`src/rtl/event_pacer_if.sv`:
```
// Connection bundle between an event source, the event pacer and the downstream
// toggle synchronizer: request/clear inputs plus the paced pulse and status outputs.
interface event_pacer_if #(
    parameter int CNT_W = 4
);
    logic             event_in;
    logic             clear_ovf;
    logic             event_out;
    logic [CNT_W-1:0] pending;
    logic             busy;
    logic             overflow;

    modport master (
        output event_in,
        output clear_ovf,
        input  event_out,
        input  pending,
        input  busy,
        input  overflow
    );

    modport slave (
        input  event_in,
        input  clear_ovf,
        output event_out,
        output pending,
        output busy,
        output overflow
    );
endinterface

```
`src/rtl/event_pacer.sv`:
```
// Buffers bursty single-cycle event requests in a saturating counter and re-emits them
// as single-cycle pulses spaced GAP_CYCLES+1 apart so a toggle synchronizer never loses one.
module event_pacer #(
    parameter int GAP_CYCLES = 4,
    parameter int CNT_W      = 4
) (
    input  logic         clk,
    input  logic         rst,
    event_pacer_if.slave bus
);
    typedef enum logic [1:0] {
        IDLE  = 2'd0,
        PULSE = 2'd1,
        GAP   = 2'd2
    } state_t;

    localparam logic [7:0]       GAP_LOAD = 8'(GAP_CYCLES - 1);
    localparam logic [CNT_W-1:0] MAX_PEND = '1;

    state_t           r_state;
    state_t           w_nextState;
    logic [7:0]       r_gapCnt;
    logic [7:0]       w_gapCntNext;
    logic [CNT_W-1:0] r_pending;
    logic [CNT_W-1:0] w_pendingNext;
    logic             r_eventOut;
    logic             r_overflow;
    logic             w_overflowNext;
    logic             w_haveWork;
    logic             w_launchSlot;
    logic             w_launch;
    logic             w_drop;

    always_ff @(posedge clk or posedge rst) begin
        if (rst) begin
            r_state <= IDLE;
        end else begin
            r_state <= w_nextState;
        end
    end

    // A pulse may start from IDLE or from the final GAP cycle, fed by either a stored or a fresh event.
    always_comb begin
        w_haveWork   = (r_pending != '0) || bus.event_in;
        w_launchSlot = (r_state == IDLE) || ((r_state == GAP) && (r_gapCnt == 8'd0));
        w_launch     = w_launchSlot && w_haveWork;
        w_nextState  = r_state;
        case (r_state)
            IDLE: begin
                if (w_launch) begin
                    w_nextState = PULSE;
                end
            end
            PULSE: begin
                w_nextState = GAP;
            end
            GAP: begin
                if (w_launch) begin
                    w_nextState = PULSE;
                end else if (r_gapCnt == 8'd0) begin
                    w_nextState = IDLE;
                end
            end
            default: begin
                w_nextState = IDLE;
            end
        endcase
    end

    always_comb begin
        w_gapCntNext   = 8'd0;
        w_pendingNext  = r_pending;
        w_drop         = 1'b0;
        w_overflowNext = r_overflow;

        if (r_state == PULSE) begin
            w_gapCntNext = GAP_LOAD;
        end else if ((r_state == GAP) && (r_gapCnt != 8'd0)) begin
            w_gapCntNext = r_gapCnt - 8'd1;
        end

        // On a launch an arriving event simply replaces the one consumed, so a full counter stays full.
        if (w_launch) begin
            if ((r_pending != '0) && !bus.event_in) begin
                w_pendingNext = r_pending - CNT_W'(1);
            end
        end else if (bus.event_in) begin
            if (r_pending == MAX_PEND) begin
                w_drop = 1'b1;
            end else begin
                w_pendingNext = r_pending + CNT_W'(1);
            end
        end

        if (w_drop) begin
            w_overflowNext = 1'b1;
        end else if (bus.clear_ovf) begin
            w_overflowNext = 1'b0;
        end
    end

    always_ff @(posedge clk or posedge rst) begin
        if (rst) begin
            r_gapCnt   <= 8'd0;
            r_pending  <= '0;
            r_eventOut <= 1'b0;
            r_overflow <= 1'b0;
        end else begin
            r_gapCnt   <= w_gapCntNext;
            r_pending  <= w_pendingNext;
            r_eventOut <= (w_nextState == PULSE);
            r_overflow <= w_overflowNext;
        end
    end

    assign bus.event_out = r_eventOut;
    assign bus.pending   = r_pending;
    assign bus.busy      = (r_state != IDLE) || (r_pending != '0);
    assign bus.overflow  = r_overflow;
endmodule

```
`src/flat_wrapper.sv`:
```
// flat-port wrapper written by rule: the top's interface ports become plain ports
module event_pacer_flat 
#(
    parameter int GAP_CYCLES = 4,
    parameter int CNT_W      = 4
)
  (clk, rst, bus_event_in, bus_clear_ovf, bus_event_out, bus_pending, bus_busy, bus_overflow);
  event_pacer_if #(.CNT_W(CNT_W)) bus_i ();
  input  logic clk;
  input  logic rst;
  input wire logic [$bits(bus_i.event_in)-1:0] bus_event_in;
  input wire logic [$bits(bus_i.clear_ovf)-1:0] bus_clear_ovf;
  output wire logic [$bits(bus_i.event_out)-1:0] bus_event_out;
  output wire logic [$bits(bus_i.pending)-1:0] bus_pending;
  output wire logic [$bits(bus_i.busy)-1:0] bus_busy;
  output wire logic [$bits(bus_i.overflow)-1:0] bus_overflow;
  assign bus_i.event_in = bus_event_in;
  assign bus_i.clear_ovf = bus_clear_ovf;
  assign bus_event_out = bus_i.event_out;
  assign bus_pending = bus_i.pending;
  assign bus_busy = bus_i.busy;
  assign bus_overflow = bus_i.overflow;
  event_pacer #(.GAP_CYCLES(GAP_CYCLES), .CNT_W(CNT_W)) u_core (.clk(clk), .rst(rst), .bus(bus_i));
endmodule
```
`config.mk`:
```
export PLATFORM = sky130hd
export DESIGN_NAME = event_pacer_flat
export DESIGN_NICKNAME = d
export VERILOG_FILES = /design/src/rtl/event_pacer_if.sv /design/src/rtl/event_pacer.sv /design/src/flat_wrapper.sv
export SDC_FILE = /design/constraint.sdc
export NUM_CORES = 1
export LEC_CHECK = 0
export CORE_MARGIN = 10
export CORE_UTILIZATION = 44
export DETAILED_ROUTE_END_ITERATION = 10
export PLACE_DENSITY = 0.66
export SLEW_MARGIN = 0
export SYNTH_ARGS = -nofsm -noshare
export SYNTH_HDL_FRONTEND = slang
export SYNTH_SLANG_ARGS = --single-unit
export TNS_END_PERCENT = 1
```
`constraint.sdc`:
```
create_clock -name clk -period 3.5 [get_ports clk]
set_input_delay 0.525 -clock clk [delete_from_list [all_inputs] [get_ports clk]]
set_output_delay 0.525 -clock clk [all_outputs]
set_load 0.01 [all_outputs]
```
=== Word-level counts from Yosys, hierarchy flattened ===
Cells that the tools add are included.

* Bits in registers: 16
* Input port bits: 4
* Logic and storage cells: 45

* Eq/ne operators: 6
* Reduce and logical (&&, ||, !) cells: 16
* Add/sub/neg operators: 3
* Mux-type cells: 15

{| class="wikitable"
|+ Operators by type and width
! operator !! number
|-
| 4-bit 2-to-1 mux || 4
|-
| 8-bit 2-to-1 mux || 2
|-
| 8-bit zero test || 1
|-
| 8-bit nonzero test || 1
|-
| 8-bit by 1-bit subtractor with 8-bit output, second input constant || 1
|-
| 2-bit 2-to-1 mux || 3
|-
| 2-bit case mux with 3 select lines || 1
|-
| 2-bit nonzero test || 3
|-
| 1-bit 2-to-1 mux || 5
|-
| 4-bit by 1-bit adder with 4-bit output, second input constant || 1
|-
| 2-bit by 1-bit equality test with 1-bit output, second input constant || 2
|-
| 4-bit equality test, second input constant || 1
|-
| 1-bit logical AND || 4
|-
| 4-bit nonzero test || 1
|-
| 4-bit by 1-bit subtractor with 4-bit output, second input constant || 1
|-
| 1-bit logical OR || 3
|-
| 3-bit AND reduction || 1
|-
| 2-bit equality test, second input constant || 1
|-
| 2-bit zero test || 1
|-
| 2-bit by 1-bit inequality test with 1-bit output, second input constant || 1
|-
| 2-bit inequality test, second input constant || 1
|-
| 1-bit zero test || 1
|}

=== Logic depth before layout (Yosys ltp) ===
Gate-level depths: netlist of run 1.

* Depth in word-level cells: 7
* Gate-level depth with buffers: 11
* Depth with buffers taken out: 11

=== Worst setup path after synthesis of run 1 ===
No wires, ideal clock.

* Kind: reg-to-reg
* Start: register u_core.r_gapCnt[0]
* End: register u_core.r_pending[3], in the netlist u_core.bus.pending[3]
* Setup time: 138 ps
* Data arrival time: 2,348 ps
* Setup slack: 1,014 ps
* Buffers on the path: 0
* Clock period less this slack: 2,486 ps
* Stages on the path, launching flop included: 11
* Cell sequence: dfrtp_1 inv_1 ha_1 nor4b_2 a21oi_4 a21oi_1 ha_1 a21oi_1 and2_1 nand2_1 mux4_2

* Word-level cells in the longest chain between the ends: 6
* Elaborated cells between the ends (all ways): 9
* Those cells by class: eq/ne: 2; mux: 1; reduce/logical: 6

{| class="wikitable"
|+ RTL lines
! element !! line !! source
|-
| start, declared || event_pacer.sv:22 || <nowiki>logic [7:0] r_gapCnt;</nowiki>
|-
| start signal, assigned || event_pacer.sv:109 || <nowiki>r_gapCnt <= w_gapCntNext;</nowiki>
|-
| 8-bit zero test (*) || event_pacer.sv:45 || <nowiki>w_launchSlot = (r_state == IDLE) || ((r_state == GAP) && (r_gapCnt == 8'd0));</nowiki>
|-
| 1-bit logical AND (*) || event_pacer.sv:45 ||
|-
| 1-bit logical OR (*) || event_pacer.sv:45 ||
|-
| 1-bit logical AND (*) || event_pacer.sv:46 || <nowiki>w_launch = w_launchSlot && w_haveWork;</nowiki>
|-
| 2-bit inequality test (no line) (tied with other cells) || -- ||
|-
| 3-bit AND reduction (no line) || -- ||
|-
| end signal, assigned || event_pacer.sv:110 || <nowiki>r_pending <= w_pendingNext;</nowiki>
|-
| end, declared || event_pacer.sv:24 || <nowiki>logic [CNT_W-1:0] r_pending;</nowiki>
|}

Every way passes the cells marked *; elsewhere a longest branch is shown, timed or not.
A chain may end at the register's enable or synchronous reset.

=== Worst setup path after layout of run 1 ===
Ends and elaborated chain as after synthesis.

==> results of run 1 <==
state kept, by name, summed over array words and instances, names as in the netlist:
signal                count
u_core.bus.event_out      1
u_core.bus.overflow       1
u_core.bus.pending        4
u_core.r_gapCnt           8
u_core.r_state            2
layout make-up:
class | instances | share of cell area, %
Multi-Input combinational cell | 60 | 43.9
Sequential cell | 16 | 38.3
Timing Repair Buffer | 10 | 9.57
Tap cell | 27 | 3.23
Inverter | 8 | 2.87
Clock buffer | 3 | 2.15
cell families after synthesis:
logic type | Yosys count | share of synthesized area [%]
XOR/XNOR | 7 | 6.89
adder cells (fa/ha/maj) | 4 | 6.47
multiplexers | 6 | 8.16
buffers and inverters | 8 | 3.38
AND/OR/NAND/NOR | 33 | 22.5
flip-flops | 16 | 45.0
AO/OA/AOI/OAI | 10 | 7.60
worst reg2reg max path, delay by kind of cell, from the launching register on:
family / cells / cell delay (ns)
compound gates: 3 / 0.64
flops: 1 / 0.41
buf+inv: 1 / 0.07
simple gates: 3 / 0.54
mux: 1 / 0.46
fa+ha+maj: 2 / 0.50
metrics by stage:
| step | instance area, sq um | hold slack (ns) | instances | utilization (%) | setup slack [ns] |
|---|---|---|---|---|---|
| final | 1050 | 0.521 | 124 | 53.9 | 0.754 |
| after detailed placement | 1020 | 0.503 | 121 | 52.7 | 0.676 |
| after global placement | 1020 | 0.497 | 121 | 52.7 | 0.834 |
| after global routing | 1050 | 0.548 | 124 | 53.9 | 0.573 |
| after CTS | 1050 | 0.525 | 124 | 53.9 | 0.758 |
| after floorplan | 890 | 0.439 | 84 | - | 1.01 |
synthesized netlist by cell type:
| master | n | area share (%) |
|---|---|---|
| xnor2_1 | 5 | 4.9 |
| fa_1 | 1 | 2.3 |
| o31ai_1 | 1 | 0.84 |
| mux2i_1 | 5 | 5.6 |
| nor3b_1 | 1 | 0.84 |
| nor2_1 | 12 | 5.1 |
| nor4_1 | 1 | 0.70 |
| or4_4 | 1 | 1.3 |
| a21oi_4 | 1 | 1.8 |
| xor2_1 | 2 | 2.0 |
| mux4_2 | 1 | 2.5 |
| a21oi_1 | 5 | 2.8 |
| nor4b_2 | 1 | 1.7 |
| nand4_1 | 1 | 0.70 |
| o21ai_0 | 2 | 1.1 |
| inv_1 | 8 | 3.4 |
| nand2_1 | 8 | 3.4 |
| nor4_4 | 2 | 4.8 |
| dfrtp_1 | 16 | 45 |
| and2_1 | 1 | 0.70 |
| ha_1 | 3 | 4.2 |
| nand3b_1 | 1 | 0.84 |
| nand3_1 | 2 | 1.1 |
| or2_1 | 1 | 0.70 |
| a22o_1 | 1 | 0.98 |
| nand2b_1 | 1 | 0.70 |
final timing paths:
path                                          to  slack [ns]
max in group asynchronous     u_core.r_gapCnt[4]        2.50
max                        u_core.bus.pending[3]        0.75
max reg2reg                u_core.bus.pending[3]        0.75
min in group asynchronous  u_core.bus.pending[2]        0.61
min                          u_core.bus.overflow        0.52
min reg2reg                  u_core.bus.overflow        0.52
per-layer routing:
layer	vias up	global-route usage (%)	share of wire [%]
met5	-	0	0
met1	302	9.42	44
met4	0	5.35	1.9
met2	10	13.8	50
li1	313	-	-
met3	2	2.92	4.7
==> impl_metrics.ini, run 1 <==
[status]
outcome = complete, no violations

[sta]
relSlewSlack_pct = 60.5
hold_viol_final = 0
finalCriticalPeriod_ns = 2.75
setup_tns_ns = 0
setup_viol = 0
tightest_slew_ns = 0.592
skew_ns = 0.00620
drv_slew = 0
fin_crit_sh_pct = 78.5
max_freq_mhz = 364
rsz0062_at_grt = no

[setup_path]
max_stage_delay_ns = 0.46
path_depth = 10
crit_buf_inv = 1
path_class = reg2reg
slowest_stage = mux4_2
cp_max_fo = 8
end_kind = register
crit_family = compound AO/OA/AOI/OAI gates
rr_worst_depth = 10
crit_chain = inv_1, ha_1, nor4b_2, a21oi_4, a21oi_1, ha_1, a21oi_1, and2_1, nand2_1, mux4_2
crit_start = u_core.r_gapCnt[0]
start_kind = register
r2r-start = u_core.r_gapCnt[0]
cp.required_ns = 3.65
critPathArrivalTime_ns = 2.89

[die]
io_pins = 11
rows = 16
die_w_um = 65.0
core_area_sq_um = 1940
start_util_pct = 45.8
fp.dieH_um = 65.0
die_area_sq_um = 4220

[detailed_routing]
wl_per_cell_um = 13.1
via_count = 627
route.detailed.drc = 0
drtIter0Drc = 16
wl_um = 1620
firstDrtPassIters = 4
viasPerCell = 5.06
antenna_left = 0

[cts]
clockRootBuffer = clkbuf_4
cts.sinks = 16
cts_resized = 0
cts_tree = done
clk_latency_ns = 0.27
clkTransAtPathRegs_ns = 0.09
clock_path_buffers = 2
postCtsHoldBufs = 0
cts_setup_buffers = 0
cts_made_buffers = 3
h-tree-depth = 1

[finish]
drive_gt1_share_pct = 9.28
syn2layout_area_growth_pct = 17.6
finish.net_count = 107
regArea_sq_um = 400
layout_commonest_cell = dfrtp_1
multi_input_area_sq_um = 459
nFillCells = 192
final_cell_mix = 16 x dfrtp_1, 12 x nor2_1, 10 x clkdlybuf4s50_1
insertedDiodeCount = 0

[global_route]
overflow = 0
first_global_vias = 669
grt_max_degree = 17
grt_antenna_before_repair = 0
gr-usage-all-layers_pct = 8.54
grt_pass1_wl_um = 2870

[hold_path]
holdCritStartpoint = u_core.bus.overflow
holdPathStages = 1
hp-class = reg2reg

[flow_run]
maxCapViolations = 0

[logic_synthesis]
synth_nets = 92
ys_seq_area_share_pct = 45.0
ys_ff_latch = 16
yosys_warnings = 0
synthesis.area_sq_um = 890
synthCells = 84
synth_area_per_cell_sq_um = 10.6
ys_types = 26

[placed_design]
portBuffers = 10
gp_congestion = 0.728
place_hpwl_um = 1260
Power of run 1 is not shown: default switching activity piles up to over one toggle a cycle in this logic, so the estimate is an artifact.
==> run 2, diff against run 1 <==
==> constraint.sdc (replaced) <==
create_clock -name clk -period 2.7 [get_ports clk]
set_input_delay 0.405 -clock clk [delete_from_list [all_inputs] [get_ports clk]]
set_output_delay 0.405 -clock clk [all_outputs]
set_load 0.01 [all_outputs]
==> impl_metrics.ini, run 2 (synthesized netlist as in run 1, its figures left out) <==
[setup_path]
crit_chain = inv_1, ha_1, nor4b_4, a21oi_4, a21oi_2, ha_1, a21oi_1, and2_1, nand2_1, mux4_2
crit_start = u_core.r_gapCnt[0]
start_kind = register
path_class = reg2reg
critPathArrivalTime_ns = 2.62
crit_family = adder cells
max_stage_delay_ns = 0.44
r2r-start = u_core.r_gapCnt[0]
slowest_stage = mux4_2
cp_max_fo = 4
cpMostUsedCell = ha_1
end_kind = register
crit_buf_inv = 1
cp.required_ns = 2.86

[global_route]
grt_pass1_wl_um = 2880
grt_max_degree = 17
first_global_vias = 675
gr-usage-all-layers_pct = 8.38
grt_antenna_before_repair = 0
overflow = 0

[detailed_routing]
wl_per_cell_um = 12.0
viasPerCell = 4.98
drtIter0Drc = 9
route.detailed.drc = 0
via_count = 637
wl_um = 1530
antenna_left = 0
firstDrtPassIters = 4

[sta]
drv_slew = 0
tightest_slew_ns = 0.605
skew_ns = 0.00515
rsz0062_at_grt = no
setup_tns_ns = 0
setup_viol = 0
relSlewSlack_pct = 59.6
hold_viol_final = 0
fin_crit_sh_pct = 91.2
finalCriticalPeriod_ns = 2.46
max_freq_mhz = 406

[finish]
drive_gt1_share_pct = 13.9
finish.net_count = 110
nFillCells = 181
finalNonFillerCells = 128
largest_reg_flops = 8
design_area_sq_um = 1090
syn2layout_area_growth_pct = 23.1
final_cell_mix = 16 x dfrtp_1, 12 x nor2_1, 10 x clkdlybuf4s50_1
insertedDiodeCount = 0
regMostFlops = u_core.r_gapCnt
layout_commonest_cell = dfrtp_1

[die]
rows = 16
io_pins = 11
fp.dieH_um = 65.0
start_util_pct = 45.8
die_w_um = 65.0
core_area_sq_um = 1940
die_area_sq_um = 4220

[cts]
cts_tree = done
cts_made_buffers = 3
clock_path_buffers = 2
clockRootBuffer = clkbuf_4
h-tree-depth = 1
cts.sinks = 16
clk_latency_ns = 0.28
postCtsHoldBufs = 0
clkTransAtPathRegs_ns = 0.09

[status]
outcome = complete, no violations

[hold_path]
hp-class = in2async

[placed_design]
place_inst = 124
portBuffers = 10
place_hpwl_um = 1210
gp_congestion = 0.736
dpl_cell_area_sq_um = 1050

[flow_run]
maxCapViolations = 0
run 2: repair_timing:
item | in CTS | in global routing
setup endpoints to repair | 0 | 1
gates resized for setup | 0 | 2
setup buffers | 0 | 0
run 2: per-layer routing:
| layer | vias up | track usage, % | part of all wire, % |
|---|---|---|---|
| met3 | 4 | 2.75 | 4.6 |
| met2 | 10 | 13.5 | 47 |
| met1 | 304 | 9.75 | 46 |
| met5 | - | 0 | 0 |
| li1 | 319 | - | - |
| met4 | 0 | 4.01 | 2.2 |
run 2: cell type report:
| type | instances | area, sq um | area share (%) |
|---|---|---|---|
| inverters | 8 | 30.0 | 2.74 |
| multi-input cells | 60 | 472 | 43.1 |
| flip-flops and latches | 16 | 400 | 36.6 |
| repair buffers | 13 | 123 | 11.2 |
| well taps | 27 | 33.8 | 3.09 |
| clock buffers | 4 | 36.3 | 3.31 |
run 2: worst reg2reg max path: stages, from the launching register on:
cell	delay (ns)
dfrtp_1	0.42
inv_1	0.07
ha_1	0.19
nor4b_4	0.26
a21oi_4	0.10
a21oi_2	0.17
ha_1	0.29
a21oi_1	0.19
and2_1	0.16
nand2_1	0.05
mux4_2	0.44
run 2: final timing paths:
check                                   endpoint  slack, ns  depth (start not counted)
setup reg to reg           u_core.bus.pending[3]       0.24                         10
hold reg to reg              u_core.bus.overflow       0.52                          1
setup / recovery           u_core.bus.pending[3]       0.24                         10
max in group asynchronous      u_core.r_state[1]       1.82                          2
hold / removal                u_core.r_gapCnt[4]       0.48                          2
min in group clk             u_core.bus.overflow       0.52                          1
run 2: per-stage QoR:
| stage | util [%] | hold slack, ns | worst slack, ns |
|---|---|---|---|
| after detailed placement | 53.9 | 0.507 | 0.0673 |
| after CTS | 55.7 | 0.508 | 0.0572 |
| after global routing | 56.4 | 0.547 | 0.00270 |
| after global placement | 53.9 | 0.495 | 0.120 |
| after floorplan | - | 0.319 | 0.214 |
| final | 56.4 | 0.483 | 0.237 |
Power of run 2 is left out for the same reason.
==> run 3, diff against run 2 <==
--- a/config.mk
+++ b/config.mk
@@ -5,6 +5,7 @@
 export SDC_FILE = /design/constraint.sdc
 export NUM_CORES = 1
 export LEC_CHECK = 0
+export ABC_CLOCK_PERIOD_IN_PS = 2700
 export CORE_MARGIN = 10
 export CORE_UTILIZATION = 44
 export DETAILED_ROUTE_END_ITERATION = 10
==> results of run 3 <==
Final layout, timing and power as in run 2 (identical DEF).
Power of run 3 is left out for the same reason.
